===== src/rtl/spi_stream_adapter.sv =====
// Protocol stage behind the SPI minion: decodes received frames into a val/rdy write stream and
// buffers design responses for the next outgoing frame. Define SPI_ADAPTER_OVF_EN for `overflow`.
module spi_stream_adapter #(
   parameter int unsigned nbits       = 10,
   parameter int unsigned num_entries = 1
) (
   input  logic             clk,
   input  logic             reset,
   input  logic             push_en,
   input  logic [nbits-1:0] push_msg,
   input  logic             pull_en,
   output logic [nbits-1:0] pull_msg,
   output logic             send_val,
   input  logic             send_rdy,
   output logic [nbits-3:0] send_msg,
   input  logic             recv_val,
   output logic             recv_rdy,
   input  logic [nbits-3:0] recv_msg
`ifdef SPI_ADAPTER_OVF_EN
   ,
   output logic             overflow
`endif
);

   localparam int unsigned PtrW  = (num_entries > 1) ? $clog2(num_entries) : 1;
   localparam int unsigned CntW  = $clog2(num_entries + 1);
   localparam int unsigned DataW = nbits - 2;

   localparam logic [PtrW-1:0] LastPtr = PtrW'(num_entries - 1);
   localparam logic [CntW-1:0] FullCnt = CntW'(num_entries);

   function automatic logic [PtrW-1:0] next_ptr(input logic [PtrW-1:0] p);
      return (p == LastPtr) ? '0 : p + 1'b1;
   endfunction

   // Frame fields
   logic             val_wrt;
   logic             val_rd;
   logic [DataW-1:0] push_data;

   assign val_wrt   = push_msg[nbits-1];
   assign val_rd    = push_msg[nbits-2];
   assign push_data = push_msg[DataW-1:0];

   // Write FIFO (SPI to design)
   logic [DataW-1:0] wr_mem_q [num_entries];
   logic [PtrW-1:0]  wr_wptr_q;
   logic [PtrW-1:0]  wr_rptr_q;
   logic [CntW-1:0]  wr_cnt_q;
   logic             wr_full;
   logic             wr_empty;
   logic             wr_enq;
   logic             wr_deq;

   assign wr_full  = (wr_cnt_q == FullCnt);
   assign wr_empty = (wr_cnt_q == '0);
   assign wr_enq   = push_en & val_wrt & ~wr_full;
   assign wr_deq   = send_val & send_rdy;

   always_ff @(posedge clk or negedge reset) begin
      if (!reset) begin
         for (int i = 0; i < int'(num_entries); i++) wr_mem_q[i] <= '0;
         wr_wptr_q <= '0;
         wr_rptr_q <= '0;
         wr_cnt_q  <= '0;
      end else begin
         if (wr_enq) begin
            wr_mem_q[wr_wptr_q] <= push_data;
            wr_wptr_q           <= next_ptr(wr_wptr_q);
         end
         if (wr_deq) wr_rptr_q <= next_ptr(wr_rptr_q);
         case ({wr_enq, wr_deq})
            2'b10:   wr_cnt_q <= wr_cnt_q + 1'b1;
            2'b01:   wr_cnt_q <= wr_cnt_q - 1'b1;
            default: wr_cnt_q <= wr_cnt_q;
         endcase
      end
   end

   assign send_val = ~wr_empty;
   assign send_msg = wr_empty ? '0 : wr_mem_q[wr_rptr_q];

   // Read FIFO (design to SPI)
   logic [DataW-1:0] rd_mem_q [num_entries];
   logic [PtrW-1:0]  rd_wptr_q;
   logic [PtrW-1:0]  rd_rptr_q;
   logic [CntW-1:0]  rd_cnt_q;
   logic             rd_full;
   logic             rd_empty;
   logic             rd_enq;
   logic             rd_deq;
   logic             rd_pend_q;

   assign rd_full  = (rd_cnt_q == FullCnt);
   assign rd_empty = (rd_cnt_q == '0);
   assign rd_enq   = recv_val & recv_rdy;
   // A commit is the only way the read head leaves, so it is stable while a frame is in flight
   assign rd_deq   = push_en & val_rd & rd_pend_q;

   always_ff @(posedge clk or negedge reset) begin
      if (!reset) begin
         for (int i = 0; i < int'(num_entries); i++) rd_mem_q[i] <= '0;
         rd_wptr_q <= '0;
         rd_rptr_q <= '0;
         rd_cnt_q  <= '0;
      end else begin
         if (rd_enq) begin
            rd_mem_q[rd_wptr_q] <= recv_msg;
            rd_wptr_q           <= next_ptr(rd_wptr_q);
         end
         if (rd_deq) rd_rptr_q <= next_ptr(rd_rptr_q);
         case ({rd_enq, rd_deq})
            2'b10:   rd_cnt_q <= rd_cnt_q + 1'b1;
            2'b01:   rd_cnt_q <= rd_cnt_q - 1'b1;
            default: rd_cnt_q <= rd_cnt_q;
         endcase
      end
   end

   // A new frame load samples the pre-push FIFO state and wins over a same-edge commit clear
   always_ff @(posedge clk or negedge reset) begin
      if (!reset) begin
         rd_pend_q <= 1'b0;
      end else if (pull_en) begin
         rd_pend_q <= ~rd_empty;
      end else if (rd_deq) begin
         rd_pend_q <= 1'b0;
      end
   end

   assign recv_rdy = ~rd_full;
   assign pull_msg = {~wr_full, ~rd_empty, (rd_empty ? {DataW{1'b0}} : rd_mem_q[rd_rptr_q])};

`ifdef SPI_ADAPTER_OVF_EN
   logic overflow_q;

   always_ff @(posedge clk or negedge reset) begin
      if (!reset) begin
         overflow_q <= 1'b0;
      end else if (push_en && ((val_wrt && wr_full) || (val_rd && !rd_pend_q))) begin
         overflow_q <= 1'b1;
      end
   end

   assign overflow = overflow_q;
`endif

endmodule


===== config.mk =====
export PLATFORM = sky130hd
export DESIGN_NAME = spi_stream_adapter
export DESIGN_NICKNAME = d
export VERILOG_FILES = /design/src/rtl/spi_stream_adapter.sv
export SDC_FILE = /design/constraint.sdc
export NUM_CORES = 1
export LEC_CHECK = 0
export BUFFER_PORTS_ARGS = -buffer_cell sky130_fd_sc_hd__buf_2
export CAP_MARGIN = 20
export CORE_MARGIN = 2
export CORE_UTILIZATION = 43
export DETAILED_ROUTE_END_ITERATION = 8
export GPL_TIMING_DRIVEN = 0
export PLACE_DENSITY_LB_ADDON = 0.08
export SLEW_MARGIN = 20
export SYNTH_ARGS = -nofsm -noshare
export SYNTH_HDL_FRONTEND = slang
export SYNTH_SLANG_ARGS = --single-unit
export TNS_END_PERCENT = 20

===== constraint.sdc =====
create_clock -name clk -period 1.6 [get_ports clk]
set_input_delay 0.32 -clock clk [delete_from_list [all_inputs] [get_ports clk]]
set_output_delay 0.32 -clock clk [all_outputs]
set_load 0.02 [all_outputs]

==> results of run 1 <==
worst max-delay path: stages, from the launching register on:
cell     delay [ps]
dfrtp_2         480
and2_2          200
buf_2           150
power by group through the flow:
stage | Sequential (mW) | Combinational [mW] | Clock (mW)
after global placement | 0.678 | 0.551 | 0
final | 0.686 | 0.540 | 0.241
after global routing | 0.706 | 0.580 | 0.279
after floorplan | 0.672 | 0.391 | 0
after detailed placement | 0.691 | 0.557 | 0
after CTS | 0.688 | 0.550 | 0.253
stage by stage:
| step | total power [mW] | cell area, µm² | util | setup slack [ps] | hold WS [ps] |
|---|---|---|---|---|---|
| floorplan | 1.06 | 857 | - | 380 | 24.4 |
| global placement | 1.23 | 1110 | 0.576 | 251 | 284 |
| detailed placement | 1.25 | 1110 | 0.576 | 264 | 279 |
| CTS | 1.49 | 1140 | 0.593 | 53.5 | 189 |
| global route | 1.56 | 1140 | 0.594 | 88.1 | 190 |
| finish | 1.47 | 1140 | 0.594 | 144 | 191 |
registers in the layout, indices dropped and copies added (netlist names):
| register | count |
|---|---|
| rd_cnt_q | 1 |
| rd_pend_q | 1 |
| rd_mem_q | 8 |
| wr_mem_q | 8 |
| send_val | 1 |
how the worst min path moves through the flow:
stage | endpoint | slack (ps) | cells after the start
3_3_place_gp | rd_mem_q[4] | 280 | 1
4_1_cts | send_val | 190 | 2
3_5_place_dp | rd_mem_q[4] | 280 | 1
6_report | send_val | 190 | 2
5_1_grt | send_val | 190 | 2
2_1_floorplan | rd_cnt_q | 20 | 0
placed cells by master (no fill, tap or decap), drive strengths merged, types with 2 or more instances in the layout:
master   n
buf     45
o21ai    2
and2    16
inv      2
clkbuf   3
mux2    16
dfrtp   19
cells by family (layout without fill, tap and decap cells):
kind of cell | count (synthesis) | after routing | share of synthesized area
xor+xnor | 1 | 1 | 0.0102
flops | 19 | 19 | 0.555
simple gates | 21 | 21 | 0.174
buf+inv | 5 | 52 | 0.0277
compound gates | 3 | 3 | 0.0234
mux | 16 | 16 | 0.210
area by class of cell:
cell class / count / area [µm²]
fillers: 174 / 779
flip-flops and latches: 19 / 478
multi-input cells: 41 / 358
repair buffers: 44 / 225
well taps: 27 / 33.8
clock buffers: 3 / 22.5
plain buffers: 2 / 12.5
inverters: 2 / 7.51
clock inverters: 1 / 5.00
Yosys cell counts, drive strengths merged:
cell type	count	area share
a21bo	1	0.012
and2	16	0.13
buf	2	0.015
clkbuf	1	0.0044
dfrtp	19	0.55
inv	2	0.0088
mux2	16	0.21
nand2	1	0.0044
nand3	1	0.0058
nand3b	1	0.023
nor2	1	0.0044
nor2b	1	0.0073
o21ai	2	0.012
xor2	1	0.010
per-layer routing:
metal / share of wire / GRT usage / up-vias / wire length (µm)
li1: - / - / 304 / -
met5: 0 / 0 / - / 0
met1: 0.41 / 0.152 / 282 / 598
met2: 0.47 / 0.231 / 29 / 677
met4: 0.024 / 0.0857 / 0 / 35
met3: 0.093 / 0.0401 / 5 / 135
repair_timing:
item | in CTS | in global routing
gates cloned | 0 | 0
gates resized for setup | 0 | 2
setup endpoints to repair | 8 | 4
endpoints found under the hold margin | 19 | 0
hold buffers | 1 | 0
==> report_table.html, run 1 <==
<table>
<tr><th>Metric</th><th>Value</th></tr>
<tr><th colspan="2">Routing</th></tr>
<tr><td>DR DRC count</td><td>0</td></tr>
<tr><td>Routed wire length</td><td>roughly 1400 µm</td></tr>
<tr><td>Average routed wire per standard cell</td><td>10.4 µm</td></tr>
<tr><td>Detailed-routing iteration count for the pre-antenna-repair pass</td><td>2</td></tr>
<tr><td>Via count</td><td>620</td></tr>
<tr><td>Via density</td><td>4.46</td></tr>
<tr><td>Antenna Violating Nets Remaining</td><td>0</td></tr>
<tr><td>DRC marker count from the first detailed-route iteration</td><td>1</td></tr>
<tr><th colspan="2">Cells and area</th></tr>
<tr><td>Number of nets in the layout</td><td>~140</td></tr>
<tr><td>Final antenna diode count</td><td>0</td></tr>
<tr><td>Synthesis-to-layout area growth</td><td>33.3%</td></tr>
<tr><td>Final standard cell count with taps included and fillers excluded</td><td>139</td></tr>
<tr><td>Fraction of final layout cells sized beyond drive strength 1</td><td>0.688</td></tr>
<tr><th colspan="2">Floorplan</th></tr>
<tr><td>Width of the die</td><td>48.6 µm</td></tr>
<tr><td>Die outline area</td><td>approximately 2400 µm²</td></tr>
<tr><td>Floorplan row count</td><td>16</td></tr>
<tr><td>I/O pins</td><td>44</td></tr>
<tr><td>Effective utilization at floorplan</td><td>0.446</td></tr>
<tr><td>CORE AREA</td><td>1920 µm²</td></tr>
<tr><td>Die extent in y</td><td>48.6 µm</td></tr>
<tr><th colspan="2">Setup path</th></tr>
<tr><td>CP Launch Type</td><td>flop</td></tr>
<tr><td>Launching element of the worst setup path</td><td>send_val</td></tr>
<tr><td>Depth of the worst register-to-register path</td><td>3</td></tr>
<tr><td>Critical register-to-register path startpoint</td><td>rd_cnt_q</td></tr>
<tr><td>Kind of critical path</td><td>reg2out</td></tr>
<tr><td>RR Endpoint</td><td>rd_mem_q[5]</td></tr>
<tr><td>Data arrival time of the critical path</td><td>1140 ps</td></tr>
<tr><td>Worst-path fanout max</td><td>11</td></tr>
<tr><td>Endpoint kind of the worst setup timing path</td><td>primary output</td></tr>
<tr><td>WP data required</td><td>1280 ps</td></tr>
<tr><td>Timing endpoint of the critical path</td><td>send_msg[7]</td></tr>
<tr><td>FF-to-FF setup slack</td><td>330 ps</td></tr>
<tr><th colspan="2">STA</th></tr>
<tr><td>Measured slew at the worst slew-check pin</td><td>408 ps</td></tr>
<tr><td>Setup repair after global routing missed its margin</td><td>false</td></tr>
<tr><td>Period minus WS final</td><td>1460 ps</td></tr>
<tr><td>Final Cycle Share</td><td>0.910</td></tr>
<tr><td>Count of final max-slew check failures</td><td>0</td></tr>
<tr><td>Skew final</td><td>roughly 0.54 ps</td></tr>
<tr><td>Fin. Hold Viols</td><td>0</td></tr>
<tr><td>Worst slew margin relative to its limit</td><td>0.728</td></tr>
<tr><td>Upper clock frequency limit</td><td>687 MHz</td></tr>
<tr><td>Post-route setup TNS</td><td>0 ps</td></tr>
<tr><td>Setup violation total in the final timing report</td><td>0</td></tr>
<tr><th colspan="2">GRT</th></tr>
<tr><td>Initial antenna violation count</td><td>0</td></tr>
<tr><td>Pin count of the biggest net entering global routing</td><td>20</td></tr>
<tr><td>Total grt overflow</td><td>0</td></tr>
<tr><td>Wire length of the first global-routing pass</td><td>2540 µm</td></tr>
<tr><td>All-Layer GR Usage</td><td>0.137</td></tr>
<tr><td>Number of global-route vias before repair</td><td>620</td></tr>
<tr><th colspan="2">Placed design</th></tr>
<tr><td>Weighted congestion at the end of routability-driven global placement</td><td>0.649</td></tr>
<tr><td>Cell count after placement</td><td>135</td></tr>
<tr><td>Port Buffers</td><td>43</td></tr>
<tr><th colspan="2">Synthesis</th></tr>
<tr><td>Flip-flop and latch count after synthesis</td><td>19</td></tr>
<tr><td>Mean area per synthesized cell</td><td>13.2 µm²</td></tr>
<tr><td>Post-synth cell types</td><td>16</td></tr>
<tr><td>Area of the mapped netlist</td><td>857 µm²</td></tr>
<tr><td>Number of cells produced by synthesis</td><td>65</td></tr>
<tr><td>Yosys warns</td><td>0</td></tr>
<tr><td>Post-Syn Nets</td><td>89</td></tr>
<tr><td>Register area share after synthesis</td><td>0.555</td></tr>
<tr><th colspan="2">Power</th></tr>
<tr><td>Share of power burned in registers</td><td>0.468</td></tr>
<tr><td>Leakage power summed over all cells</td><td>0.590 nW</td></tr>
<tr><td>Power Internal</td><td>981 µW</td></tr>
<tr><td>Peak VDD IR</td><td>0.724 mV</td></tr>
<tr><td>PD cells</td><td>between 1000 and 1500 nW/µm²</td></tr>
<tr><td>Switching share of power</td><td>0.332</td></tr>
<tr><td>Combinational fraction of design power</td><td>0.368</td></tr>
<tr><td>Switching power summed over all nets</td><td>487 µW</td></tr>
<tr><td>Clock network power share</td><td>0.164</td></tr>
<tr><th colspan="2">Clocking</th></tr>
<tr><td>Clock buffer count from CTS</td><td>3</td></tr>
<tr><td>Clock sink total</td><td>19</td></tr>
<tr><td>Library cell used as clock root buffer</td><td>clkbuf_4</td></tr>
<tr><td>Depth of the CTS H-tree</td><td>1</td></tr>
<tr><td>TritonCTS clock tree</td><td>built</td></tr>
<tr><td>Worst-skew pair later-pin latency</td><td>300 ps</td></tr>
<tr><td>Post-CTS clock slew at the launch and capture registers of the worst setup and hold paths</td><td>100 ps</td></tr>
<tr><td>Deepest clock path buffer count</td><td>2</td></tr>
<tr><td>Setup Buffers After CTS</td><td>0</td></tr>
<tr><th colspan="2">Flow run</th></tr>
<tr><td>Max-capacitance violation count</td><td>0</td></tr>
<tr><th colspan="2">Min path</th></tr>
<tr><td>Source of the worst hold timing path</td><td>send_rdy</td></tr>
<tr><td>Hold/Removal Path Class</td><td>in2reg</td></tr>
<tr><th colspan="2">Outcome</th></tr>
<tr><td>Outcome</td><td>finished, final reports clean</td></tr>
</table>
Note: power is estimated with default switching activity, not from simulation.
==> run 2: changes to the inputs <==
--- a/config.mk
+++ b/config.mk
@@ -8,7 +8,7 @@
 export BUFFER_PORTS_ARGS = -buffer_cell sky130_fd_sc_hd__buf_2
 export CAP_MARGIN = 20
 export CORE_MARGIN = 2
-export CORE_UTILIZATION = 43
+export CORE_UTILIZATION = 28
 export DETAILED_ROUTE_END_ITERATION = 8
 export GPL_TIMING_DRIVEN = 0
 export PLACE_DENSITY_LB_ADDON = 0.08
==> report_table.html, run 2 (synthesis results as in run 1) <==
<table>
<tr><th>Metric</th><th>Value</th></tr>
<tr><th colspan="2">Outcome</th></tr>
<tr><td>Outcome</td><td>finished, final reports clean</td></tr>
<tr><th colspan="2">Routing</th></tr>
<tr><td>Via count</td><td>608 (-1.9%)</td></tr>
<tr><td>Routed wire length</td><td>1600 µm (+11%)</td></tr>
<tr><td>Detailed-routing iteration count for the pre-antenna-repair pass</td><td>3 (+1)</td></tr>
<tr><td>DRC marker count from the first detailed-route iteration</td><td>5 (+4)</td></tr>
<tr><td>DR DRC count</td><td>0 (unchanged)</td></tr>
<tr><td>Antenna Violating Nets Remaining</td><td>0 (unchanged)</td></tr>
<tr><td>Via density</td><td>4.19 (-6.0%)</td></tr>
<tr><td>Average routed wire per standard cell</td><td>11.0 µm (+6.1%)</td></tr>
<tr><th colspan="2">Cells and area</th></tr>
<tr><td>Filler cell count in the final layout</td><td>305 (+75%)</td></tr>
<tr><td>Commonest non-fill, non-tap cell in the layout</td><td>buf_2</td></tr>
<tr><td>Number of nets in the layout</td><td>137 (unchanged)</td></tr>
<tr><td>Fraction of final layout cells sized beyond drive strength 1</td><td>0.679 (-0.00893)</td></tr>
<tr><td>Synthesis-to-layout area growth</td><td>34.0%</td></tr>
<tr><td>Final antenna diode count</td><td>0 (unchanged)</td></tr>
<tr><td>Most frequent cells in the layout</td><td>buf_2, dfrtp_1, mux2_2, and2_1, and2_2</td></tr>
<tr><td>Registers with the highest flip-flop counts</td><td>rd_mem_q: 8 flops, wr_mem_q: 8 flops</td></tr>
<tr><td>Final std cell area, no fill</td><td>1150 µm² (+0.55%)</td></tr>
<tr><th colspan="2">Setup path</th></tr>
<tr><td>Data arrival time of the critical path</td><td>1120 ps (-20 ps)</td></tr>
<tr><td>Critical register-to-register path startpoint</td><td>rd_cnt_q</td></tr>
<tr><td>WP data required</td><td>1280 ps (about the same)</td></tr>
<tr><td>Kind of critical path</td><td>reg2out</td></tr>
<tr><td>RR Endpoint</td><td>rd_mem_q[1]</td></tr>
<tr><td>Launching element of the worst setup path</td><td>send_val</td></tr>
<tr><td>Ordered list of cells on the worst path</td><td>and2_2 &gt; buf_2</td></tr>
<tr><td>Worst path bufs/invs</td><td>1 (unchanged)</td></tr>
<tr><td>Cell with the largest stage delay on the worst path</td><td>dfrtp_2</td></tr>
<tr><td>Endpoint kind of the worst setup timing path</td><td>primary output</td></tr>
<tr><td>Max incr delay on CP</td><td>480 ps (about the same)</td></tr>
<tr><td>FF-to-FF setup slack</td><td>290 ps (-40 ps)</td></tr>
<tr><td>CP Launch Type</td><td>flop</td></tr>
<tr><td>Depth of the worst register-to-register path</td><td>3 (unchanged)</td></tr>
<tr><td>Critical path depth in cells</td><td>2 (unchanged)</td></tr>
<tr><td>Cell family with the largest share of critical-path delay</td><td>flip-flops</td></tr>
<tr><td>Timing endpoint of the critical path</td><td>send_msg[6]</td></tr>
<tr><td>Worst-path fanout max</td><td>11 (unchanged)</td></tr>
<tr><th colspan="2">Min path</th></tr>
<tr><td>Source of the worst hold timing path</td><td>send_rdy</td></tr>
<tr><td>Hold/Removal Path Class</td><td>in2reg</td></tr>
<tr><th colspan="2">GRT</th></tr>
<tr><td>Total grt overflow</td><td>0 (unchanged)</td></tr>
<tr><td>All-Layer GR Usage</td><td>0.100 (-0.0371)</td></tr>
<tr><td>Number of global-route vias before repair</td><td>567 (-8.5%)</td></tr>
<tr><td>Pin count of the biggest net entering global routing</td><td>20 (unchanged)</td></tr>
<tr><td>Initial antenna violation count</td><td>0 (unchanged)</td></tr>
<tr><td>Wire length of the first global-routing pass</td><td>2470 µm (-2.7%)</td></tr>
<tr><th colspan="2">Clocking</th></tr>
<tr><td>Depth of the CTS H-tree</td><td>1 (unchanged)</td></tr>
<tr><td>Clock buffer count from CTS</td><td>3 (unchanged)</td></tr>
<tr><td>Clock sink total</td><td>19 (unchanged)</td></tr>
<tr><td>Worst-skew pair later-pin latency</td><td>290 ps (about the same)</td></tr>
<tr><td>Library cell used as clock root buffer</td><td>clkbuf_4</td></tr>
<tr><td>TritonCTS clock tree</td><td>built</td></tr>
<tr><td>Deepest clock path buffer count</td><td>2 (unchanged)</td></tr>
<tr><td>Post-CTS clock slew at the launch and capture registers of the worst setup and hold paths</td><td>100 ps (about the same)</td></tr>
<tr><th colspan="2">Floorplan</th></tr>
<tr><td>Width of the die</td><td>59.3 µm (+22%)</td></tr>
<tr><td>Die outline area</td><td>3520 µm² (+49%)</td></tr>
<tr><td>Effective utilization at floorplan</td><td>0.288 (-0.158)</td></tr>
<tr><td>CORE AREA</td><td>2980 µm² (+55%)</td></tr>
<tr><td>Floorplan row count</td><td>20 (+4)</td></tr>
<tr><td>Die extent in y</td><td>59.3 µm (+22%)</td></tr>
<tr><td>I/O pins</td><td>44 (unchanged)</td></tr>
<tr><th colspan="2">Power</th></tr>
<tr><td>Peak VDD IR</td><td>0.390 mV (-46%)</td></tr>
<tr><td>Total Power</td><td>1.47 mW (about the same)</td></tr>
<tr><td>Leakage power summed over all cells</td><td>0.587 nW (-0.46%)</td></tr>
<tr><td>PD cells</td><td>1280 nW/µm² (-0.54%)</td></tr>
<tr><th colspan="2">STA</th></tr>
<tr><td>Final Cycle Share</td><td>0.900 (-0.0100)</td></tr>
<tr><td>Setup repair after global routing missed its margin</td><td>false</td></tr>
<tr><td>Post-layout worst setup margin</td><td>160 ps (+16.1 ps)</td></tr>
<tr><td>Skew final</td><td>3.15 ps (+2.61 ps)</td></tr>
<tr><td>Upper clock frequency limit</td><td>695 MHz (+1.1%)</td></tr>
<tr><td>Measured slew at the worst slew-check pin</td><td>431 ps (+23.4 ps)</td></tr>
<tr><td>Setup violation total in the final timing report</td><td>0 (unchanged)</td></tr>
<tr><td>Tightest hold margin</td><td>193 ps (+1.84 ps)</td></tr>
<tr><td>Fin. Hold Viols</td><td>0 (unchanged)</td></tr>
<tr><td>Post-route setup TNS</td><td>0 ps (unchanged)</td></tr>
<tr><td>Period minus WS final</td><td>1440 ps (-16.1 ps)</td></tr>
<tr><td>Count of final max-slew check failures</td><td>0 (unchanged)</td></tr>
<tr><td>Worst slew margin relative to its limit</td><td>0.713 (-0.0156)</td></tr>
<tr><th colspan="2">Placed design</th></tr>
<tr><td>Post-placement setup slack</td><td>249 ps (-15.2 ps)</td></tr>
<tr><td>Weighted congestion at the end of routability-driven global placement</td><td>0.625 (-3.8%)</td></tr>
<tr><td>Cell area reported after detailed placement</td><td>1110 µm² (+0.68%)</td></tr>
<tr><td>Port Buffers</td><td>43 (unchanged)</td></tr>
<tr><th colspan="2">Flow run</th></tr>
<tr><td>Max-capacitance violation count</td><td>0 (unchanged)</td></tr>
</table>
[run 2: cell types whose count changed in the layout (fill, tap and decap cells not counted), sizes merged]
cell,delta
clkbuf,+1
clkinv,-1
[run 2: worst reg2reg max path, cell delays in order, from the launching register on]
cell and delay, ps:
dfrtp_2 500, nor2b_1 130, buf_2 220, mux2_2 360
[run 2: worst min path at each step]
stage / slack [ps] / end / depth (start not counted)
global placement: 300 / rd_mem_q[6] / 1
CTS: 180 / send_val / 2
detailed placement: 290 / rd_mem_q[6] / 1
global route: 180 / send_val / 2
finish: 190 / send_val / 2
floorplan: 20 / rd_cnt_q / 0
[run 2: cell type report]
type,count,area [µm²],share of cell area
Tap cell,33,41.3,0.0359
Multi-Input combinational cell,41,358,0.312
Timing Repair Buffer,44,225,0.196
Inverter,2,7.51,0.00654
Buffer,2,12.5,0.0109
Clock buffer,4,26.3,0.0229
Sequential cell,19,478,0.416
[run 2: layer usage]
layer | global-route usage | share of wire | vias to the layer above
met5 | 0 | 0 | -
met4 | 0.0779 | 0.019 | 0
met3 | 0.0328 | 0.11 | 4
met2 | 0.155 | 0.47 | 30
met1 | 0.112 | 0.40 | 267
li1 | - | - | 307
[run 2: report_power, final]
group	switching, mW	total [mW]	internal [mW]	leakage (nW)
Combinational	0.273	0.544	0.271	0.352
Clock	0.143	0.241	0.0970	0.0150
Sequential	0.0673	0.684	0.616	0.220
[run 2: repair_timing]
action / CTS / global route
hold buffers: 1 / 0
gates resized for setup: 0 / 2
endpoints found under the hold margin: 19 / 0
setup endpoints to repair: 9 / 17
setup buffers: 0 / 0
cloned: 0 / 0
[run 2: through the flow]
step                 util  std cells
floorplan               -         65
global placement    0.374        141
detailed placement  0.374        141
CTS                 0.385        145
global route        0.386        145
finish              0.386        145
